===== config.mk =====
export PLATFORM = sky130hd
export DESIGN_NAME = bus_arbiter_rr
export DESIGN_NICKNAME = d
export VERILOG_FILES = /design/src/rtl/bus_arbiter_rr_pkg.sv /design/src/rtl/bus_arbiter_rr_pick.sv /design/src/rtl/bus_arbiter_rr.sv
export SDC_FILE = /design/constraint.sdc
export NUM_CORES = 1
export LEC_CHECK = 0
export BUFFER_PORTS_ARGS = -buffer_cell sky130_fd_sc_hd__clkbuf_2
export CAP_MARGIN = 5
export CORE_AREA = 2 2 132 134
export CTS_CLUSTER_DIAMETER = 200
export DETAILED_ROUTE_END_ITERATION = 8
export DIE_AREA = 0 0 134 136
export PLACE_DENSITY = 0.43
export SLEW_MARGIN = 0
export SYNTH_ARGS = -nofsm -noshare
export SYNTH_HDL_FRONTEND = slang
export SYNTH_HIERARCHICAL = 1
export SYNTH_SLANG_ARGS = --single-unit

===== constraint.sdc =====
create_clock -name i_clk -period 1.1 [get_ports i_clk]
set_input_delay 0.11 -clock i_clk [delete_from_list [all_inputs] [get_ports i_clk]]
set_output_delay 0.11 -clock i_clk [all_outputs]
set_load 0.05 [all_outputs]

===== src/rtl/bus_arbiter_rr_pkg.sv =====
// Shared definitions for the round-robin bus arbiter: FSM encoding,
// bus field widths and the AMO funct7 codes also used by memory_controller.
package bus_arbiter_rr_pkg;

   localparam int XLEN = 32;
   localparam int BE_W = 4;
   localparam int OP_W = 7;

   typedef enum logic [1:0] {
      ST_IDLE   = 2'd0,
      ST_BUSY   = 2'd1,
      ST_LOCKED = 2'd2
   } arb_state_e;

   // funct7 with aq/rl cleared
   localparam logic [OP_W-1:0] AMO_ADD  = 7'b0000000;
   localparam logic [OP_W-1:0] AMO_SWAP = 7'b0000100;
   localparam logic [OP_W-1:0] AMO_LR   = 7'b0001000;
   localparam logic [OP_W-1:0] AMO_SC   = 7'b0001100;
   localparam logic [OP_W-1:0] AMO_XOR  = 7'b0010000;
   localparam logic [OP_W-1:0] AMO_OR   = 7'b0100000;
   localparam logic [OP_W-1:0] AMO_AND  = 7'b0110000;
   localparam logic [OP_W-1:0] AMO_MIN  = 7'b1000000;
   localparam logic [OP_W-1:0] AMO_MAX  = 7'b1010000;
   localparam logic [OP_W-1:0] AMO_MINU = 7'b1100000;
   localparam logic [OP_W-1:0] AMO_MAXU = 7'b1110000;

endpackage


===== src/rtl/bus_arbiter_rr_pick.sv =====
// Combinational circular first-one search: returns the first set request
// at or above i_ptr, wrapping from N_PORTS-1 back to 0.
module bus_arbiter_rr_pick #(
   parameter int N_PORTS = 2,
   parameter int IDW     = $clog2(N_PORTS)
) (
   input  logic [N_PORTS-1:0] i_req,
   input  logic [IDW-1:0]     i_ptr,
   output logic [IDW-1:0]     o_idx,
   output logic               o_valid
);

   localparam logic [IDW-1:0] LAST_IDX = IDW'(N_PORTS - 1);

   logic [IDW-1:0] scan;

   always_comb begin
      o_valid = 1'b0;
      o_idx   = '0;
      scan    = i_ptr;
      for (int i = 0; i < N_PORTS; i++) begin
         if (!o_valid && i_req[scan]) begin
            o_valid = 1'b1;
            o_idx   = scan;
         end
         scan = (scan == LAST_IDX) ? '0 : scan + IDW'(1);
      end
   end

endmodule


===== src/rtl/bus_arbiter_rr.sv =====
// N-port round-robin arbiter in front of the memory_controller port, with a
// lock held across atomic sequences. Optional lock timeout: ARB_LOCK_TIMEOUT_EN.
module bus_arbiter_rr
   import bus_arbiter_rr_pkg::*;
#(
   parameter int N_PORTS  = 2,
   parameter int IDW      = $clog2(N_PORTS),
   parameter int LOCK_MAX = 16
) (
   input  logic                    i_clk,
   input  logic                    i_rst_n,
   input  logic [N_PORTS-1:0]      i_bus_en,
   input  logic [N_PORTS-1:0]      i_wr_en,
   input  logic [N_PORTS*XLEN-1:0] i_wr_data,
   input  logic [N_PORTS*XLEN-1:0] i_addr,
   input  logic [N_PORTS*BE_W-1:0] i_byte_en,
   input  logic [N_PORTS-1:0]      i_atomic,
   input  logic [N_PORTS*OP_W-1:0] i_operation,
   output logic [N_PORTS-1:0]      o_ack,
   output logic [N_PORTS*XLEN-1:0] o_rd_data,
   output logic                    o_bus_en,
   output logic                    o_wr_en,
   output logic [XLEN-1:0]         o_wr_data,
   output logic [XLEN-1:0]         o_addr,
   output logic [BE_W-1:0]         o_byte_en,
   output logic                    o_atomic,
   output logic [OP_W-1:0]         o_operation,
   output logic [IDW-1:0]          o_id,
   input  logic                    i_ack,
   input  logic [XLEN-1:0]         i_rd_data,
   output logic                    o_lock_timeout,
   output logic [1:0]              o_state
);

   // Handshake: a master holds i_bus_en (and its fields) until it sees its
   // o_ack bit; downstream sees o_bus_en until the one-cycle i_ack pulse.

   if (N_PORTS < 2 || LOCK_MAX < 2) begin : g_param_check
      $error("bus_arbiter_rr: N_PORTS and LOCK_MAX must both be >= 2");
   end

   localparam logic [IDW-1:0] LAST_IDX = IDW'(N_PORTS - 1);

   arb_state_e     state_q, state_d;
   logic [IDW-1:0] grant_q, grant_d;
   logic [IDW-1:0] ptr_q, ptr_d;
   logic [IDW-1:0] pick_idx;
   logic [IDW-1:0] grant_inc;
   logic           pick_valid;
   logic           busy;
   logic           lock_timeout;

   logic [XLEN-1:0] wr_data_a   [N_PORTS];
   logic [XLEN-1:0] addr_a      [N_PORTS];
   logic [BE_W-1:0] byte_en_a   [N_PORTS];
   logic [OP_W-1:0] operation_a [N_PORTS];

   bus_arbiter_rr_pick #(
      .N_PORTS (N_PORTS),
      .IDW     (IDW)
   ) u_pick (
      .i_req   (i_bus_en),
      .i_ptr   (ptr_q),
      .o_idx   (pick_idx),
      .o_valid (pick_valid)
   );

   assign busy      = (state_q == ST_BUSY);
   assign grant_inc = (grant_q == LAST_IDX) ? '0 : grant_q + IDW'(1);

`ifdef ARB_LOCK_TIMEOUT_EN
   localparam int CNT_W = $clog2(LOCK_MAX);
   localparam logic [CNT_W-1:0] LOCK_LAST = CNT_W'(LOCK_MAX - 1);

   logic [CNT_W-1:0] lock_cnt_q;

   // Counts idle cycles spent holding the lock; zero on the first LOCKED cycle.
   always_ff @(posedge i_clk or negedge i_rst_n) begin
      if (!i_rst_n) begin
         lock_cnt_q <= '0;
      end else if (state_q != ST_LOCKED) begin
         lock_cnt_q <= '0;
      end else if (!i_bus_en[grant_q]) begin
         lock_cnt_q <= lock_cnt_q + CNT_W'(1);
      end
   end
`endif

   always_ff @(posedge i_clk or negedge i_rst_n) begin
      if (!i_rst_n) begin
         state_q <= ST_IDLE;
         grant_q <= '0;
         ptr_q   <= '0;
      end else begin
         state_q <= state_d;
         grant_q <= grant_d;
         ptr_q   <= ptr_d;
      end
   end

   always_comb begin
      state_d      = state_q;
      grant_d      = grant_q;
      ptr_d        = ptr_q;
      lock_timeout = 1'b0;
      case (state_q)
         ST_IDLE: begin
            if (pick_valid) begin
               grant_d = pick_idx;
               state_d = ST_BUSY;
            end
         end
         ST_BUSY: begin
            // The ack wins over a dropped request in the same cycle.
            if (i_ack) begin
               ptr_d   = grant_inc;
               state_d = i_atomic[grant_q] ? ST_LOCKED : ST_IDLE;
            end else if (!i_bus_en[grant_q]) begin
               state_d = ST_IDLE;
            end
         end
         ST_LOCKED: begin
            if (i_bus_en[grant_q]) begin
               state_d = ST_BUSY;
            end else if (!i_atomic[grant_q]) begin
               state_d = ST_IDLE;
            end
`ifdef ARB_LOCK_TIMEOUT_EN
            else if (lock_cnt_q == LOCK_LAST) begin
               state_d      = ST_IDLE;
               ptr_d        = grant_inc;
               lock_timeout = 1'b1;
            end
`endif
         end
         default: state_d = ST_IDLE;
      endcase
   end

   for (genvar k = 0; k < N_PORTS; k++) begin : g_port
      assign wr_data_a[k]   = i_wr_data[k*XLEN +: XLEN];
      assign addr_a[k]      = i_addr[k*XLEN +: XLEN];
      assign byte_en_a[k]   = i_byte_en[k*BE_W +: BE_W];
      assign operation_a[k] = i_operation[k*OP_W +: OP_W];
      assign o_ack[k]       = busy && (grant_q == IDW'(k)) && i_ack;
      assign o_rd_data[k*XLEN +: XLEN] = (busy && (grant_q == IDW'(k))) ? i_rd_data : '0;
   end

   // Downstream fields are zero outside BUSY so reset and idle present a clean bus.
   assign o_bus_en       = busy & i_bus_en[grant_q];
   assign o_wr_en        = busy & i_wr_en[grant_q];
   assign o_wr_data      = busy ? wr_data_a[grant_q]   : '0;
   assign o_addr         = busy ? addr_a[grant_q]      : '0;
   assign o_byte_en      = busy ? byte_en_a[grant_q]   : '0;
   assign o_atomic       = busy & i_atomic[grant_q];
   assign o_operation    = busy ? operation_a[grant_q] : '0;
   assign o_id           = busy ? grant_q : '0;
   assign o_lock_timeout = lock_timeout;
   assign o_state        = state_q;

endmodule


==> flow_summary.json <==
{
  "status": "finished, violations left",
  "violations": "negative setup slack",
  "synth_edf_count": 0,
  "initial_utilization_pct": 11.3,
  "synthCells": 273,
  "coreArea_mm2": 0.0169,
  "syn-num-nets": 464,
  "vias_per_cell": 4.02,
  "antenna_found_initial": 0,
  "die_h_um": 136,
  "crit_end": "o_addr[15]",
  "yosys.area.top_type_share_pct": 40.9,
  "rows": 48,
  "clk_path_buf_depth": 2,
  "synth.avg_cell_area_um2": 7.00,
  "synth_flop_cell": "dfrtp_1",
  "gp_routability_congestion": 0.734,
  "netlist_area_mm2": 0.00191,
  "clock_sinks": 4,
  "worstReg2RegEnd": "o_state[1]",
  "async_flop_share_pct": 100,
  "power_density_mw_per_mm2": 3360,
  "grt_start_max_net_pins": 36,
  "switching_share_pct": 51.1,
  "hpwl_um": 9090,
  "r2r_start": "grant_q",
  "grt_first_pass_wirelength_um": 18900,
  "ir_drop_v": 0.00212,
  "synth_warnings": 6,
  "drv_cap": 0,
  "rsz0062_at_grt": "yes",
  "leakage_nw": 3.45,
  "fin_crit_sh_pct": 154,
  "crit_start": "grant_q",
  "drt_iter0_markers": 74,
  "die_w_um": 134,
  "crit_arrival_ps": 1590,
  "finalHoldViolCount": 0,
  "seqPwrFrac_pct": 1.2,
  "portBuffers": 337,
  "avgRoutedWirePerCell_um": 16.3,
  "synth-seq-cells": 4,
  "drc_errors": 0,
  "drt_first_pass_iters": 3,
  "num_vias": 3513,
  "r2r_setup_slack_ps": -340,
  "grt_pass1_vias": 3483,
  "drive_above_1_share_pct": 94.3,
  "htreeDepth": 1,
  "synth.largest_area_cell": "mux2i_1",
  "synthTopCellsByArea": "mux2i_1, nor2_1, and2_1",
  "antenna_cells": 0,
  "start_kind": "flop",
  "pre_cts_ws_ps": -391,
  "layout_min_cycle_time_ps": 1700,
  "clkLatencyLatePin_ps": 230,
  "hp-class": "input port to flop",
  "cp-end-kind": "output pin",
  "crit_fanout": 12,
  "setup_slack_ps": -598,
  "area_growth_syn_to_layout_pct": 312,
  "root_buffer": "clkbuf_16",
  "placed_cells": 845,
  "worstRegToRegCells": 6,
  "ant_nets": 0,
  "setup_violations": 149,
  "p_comb_share_pct": 96.5,
  "yosysSeqAreaShare_pct": 5.24,
  "io_pins": 339,
  "clk_pin_slew_ps": 30,
  "p_sw_mw": 13.5,
  "synth_cell_types": 23,
  "grt_usage_pct": 12.9,
  "finalSetupTns_ps": -77990,
  "totalWireLength_um": 14300,
  "fin_worst_skew_ps": 1.55,
  "power.internal_mw": 12.9,
  "cts_tree": "yes",
  "final_nets": 840,
  "fmax_ghz": 0.589,
  "power_frac_clock_pct": 2.2,
  "grt.overflow.total": 0,
  "stdcell_count": 873,
  "cts_made_buffers": 3,
  "dieArea_mm2": 0.0182,
  "crit_type": "flop to output pin",
  "fin_hold_ws_ps": 201,
  "crit_required_ps": 990,
  "slew_viol_final": 0
}
==> registers in the layout, summed over array words and instances (netlist names) <==
signal and count:
o_state 2, ptr_q 1, grant_q 1
==> worst max-delay path, cell delays in order, from the launching register on <==
cell     delay [ps]
dfrtp_4         520
buf_12          170
buf_12          170
mux2i_4         200
nor2_4          120
buf_6           160
==> layout by cell type, fill, tap and decap left out, types with 2 or more instances in the layout <==
cell / instances
and2_4: 34
and3_4: 33
buf_12: 44
buf_16: 4
buf_4: 15
buf_6: 23
buf_8: 84
clkbuf_16: 34
clkbuf_2: 190
clkbuf_8: 8
dfrtp_2: 2
mux2i_1: 24
mux2i_2: 7
mux2i_4: 47
nor2_1: 2
nor2_2: 32
nor2_4: 46
==> power by group through the flow <==
| stage | clock network, mW | registers [mW] | logic (mW) |
|---|---|---|---|
| 2_1_floorplan | 0 | 0.378 | 12.6 |
| 3_3_place_gp | 0 | 0.302 | 17.5 |
| 3_5_place_dp | 0 | 0.301 | 17.5 |
| 4_1_cts | 0.598 | 0.306 | 22.3 |
| 5_1_grt | 0.612 | 0.336 | 26.4 |
| 6_report | 0.590 | 0.324 | 25.6 |
==> final cells by class <==
| class | instances | area [um2] |
|---|---|---|
| Clock buffer | 4 | 78.8 |
| Fill cell | 1496 | 9000 |
| Multi-Input combinational cell | 239 | 2930 |
| Tap cell | 225 | 282 |
| Sequential cell | 4 | 106 |
| Inverter | 1 | 3.75 |
| Timing Repair Buffer | 400 | 4470 |
==> cells by family (layout without fill, tap and decap cells) <==
kind of cell | after synthesis | after routing | share of synthesized area, %
AND/OR/NAND/NOR | 154 | 154 | 40.6
multiplexers | 79 | 79 | 41.5
buffers and inverters | 30 | 405 | 10.5
AO/OA/AOI/OAI | 5 | 5 | 1.96
flip-flops | 4 | 4 | 5.24
other | 1 | 1 | 0.196
==> layer usage <==
layer / global-route usage, % / wire [um]
met1: 14.3 / 4770
met2: 25.2 / 8260
met3: 2.35 / 1040
met4: 2.72 / 200
met5: 0 / 0
==> per-stage QoR <==
| step | total power, mW | instance area (um2) | utilization, % |
|---|---|---|---|
| CTS | 23.2 | 7100 | 42.1 |
| floorplan | 13.0 | 2590 | - |
| detailed placement | 17.8 | 5210 | 30.8 |
| global placement | 17.8 | 5210 | 30.8 |
| finish | 26.5 | 7870 | 46.6 |
| global route | 27.4 | 7870 | 46.6 |
==> cell usage after synthesis (2+ instances only) <==
library cell and instances:
nor2_1 80, mux2i_1 78, buf_6 8, buf_2 11, and2_1 34, nand2_1 2
clkbuf_1 6, dfrtp_1 4, buf_4 4, and3_1 33
==> worst min-delay path by stage <==
stage	startpoint	endpoint	slack (ps)	cells after the start
2_1_floorplan	i_rst_n	grant_q	-190	0
3_3_place_gp	i_rst_n	ptr_q	-70	1
3_5_place_dp	i_rst_n	ptr_q	-70	1
4_1_cts	i_ack	o_state[0]	170	2
5_1_grt	i_ack	o_state[0]	210	2
6_report	i_ack	o_state[0]	200	2
==> what timing repair did <==
| item | 4_1_cts | 5_1_grt |
|---|---|---|
| hold buffers | 1 | 0 |
| pin swaps | 13 | 35 |
| endpoints found under the setup margin | 151 | 151 |
| setup buffers | 7 | 5 |
| hold endpoints to repair | 4 | 0 |
| resized for setup | 338 | 177 |
| gates cloned | 3 | 9 |
Power figures use the tool's default switching activity.
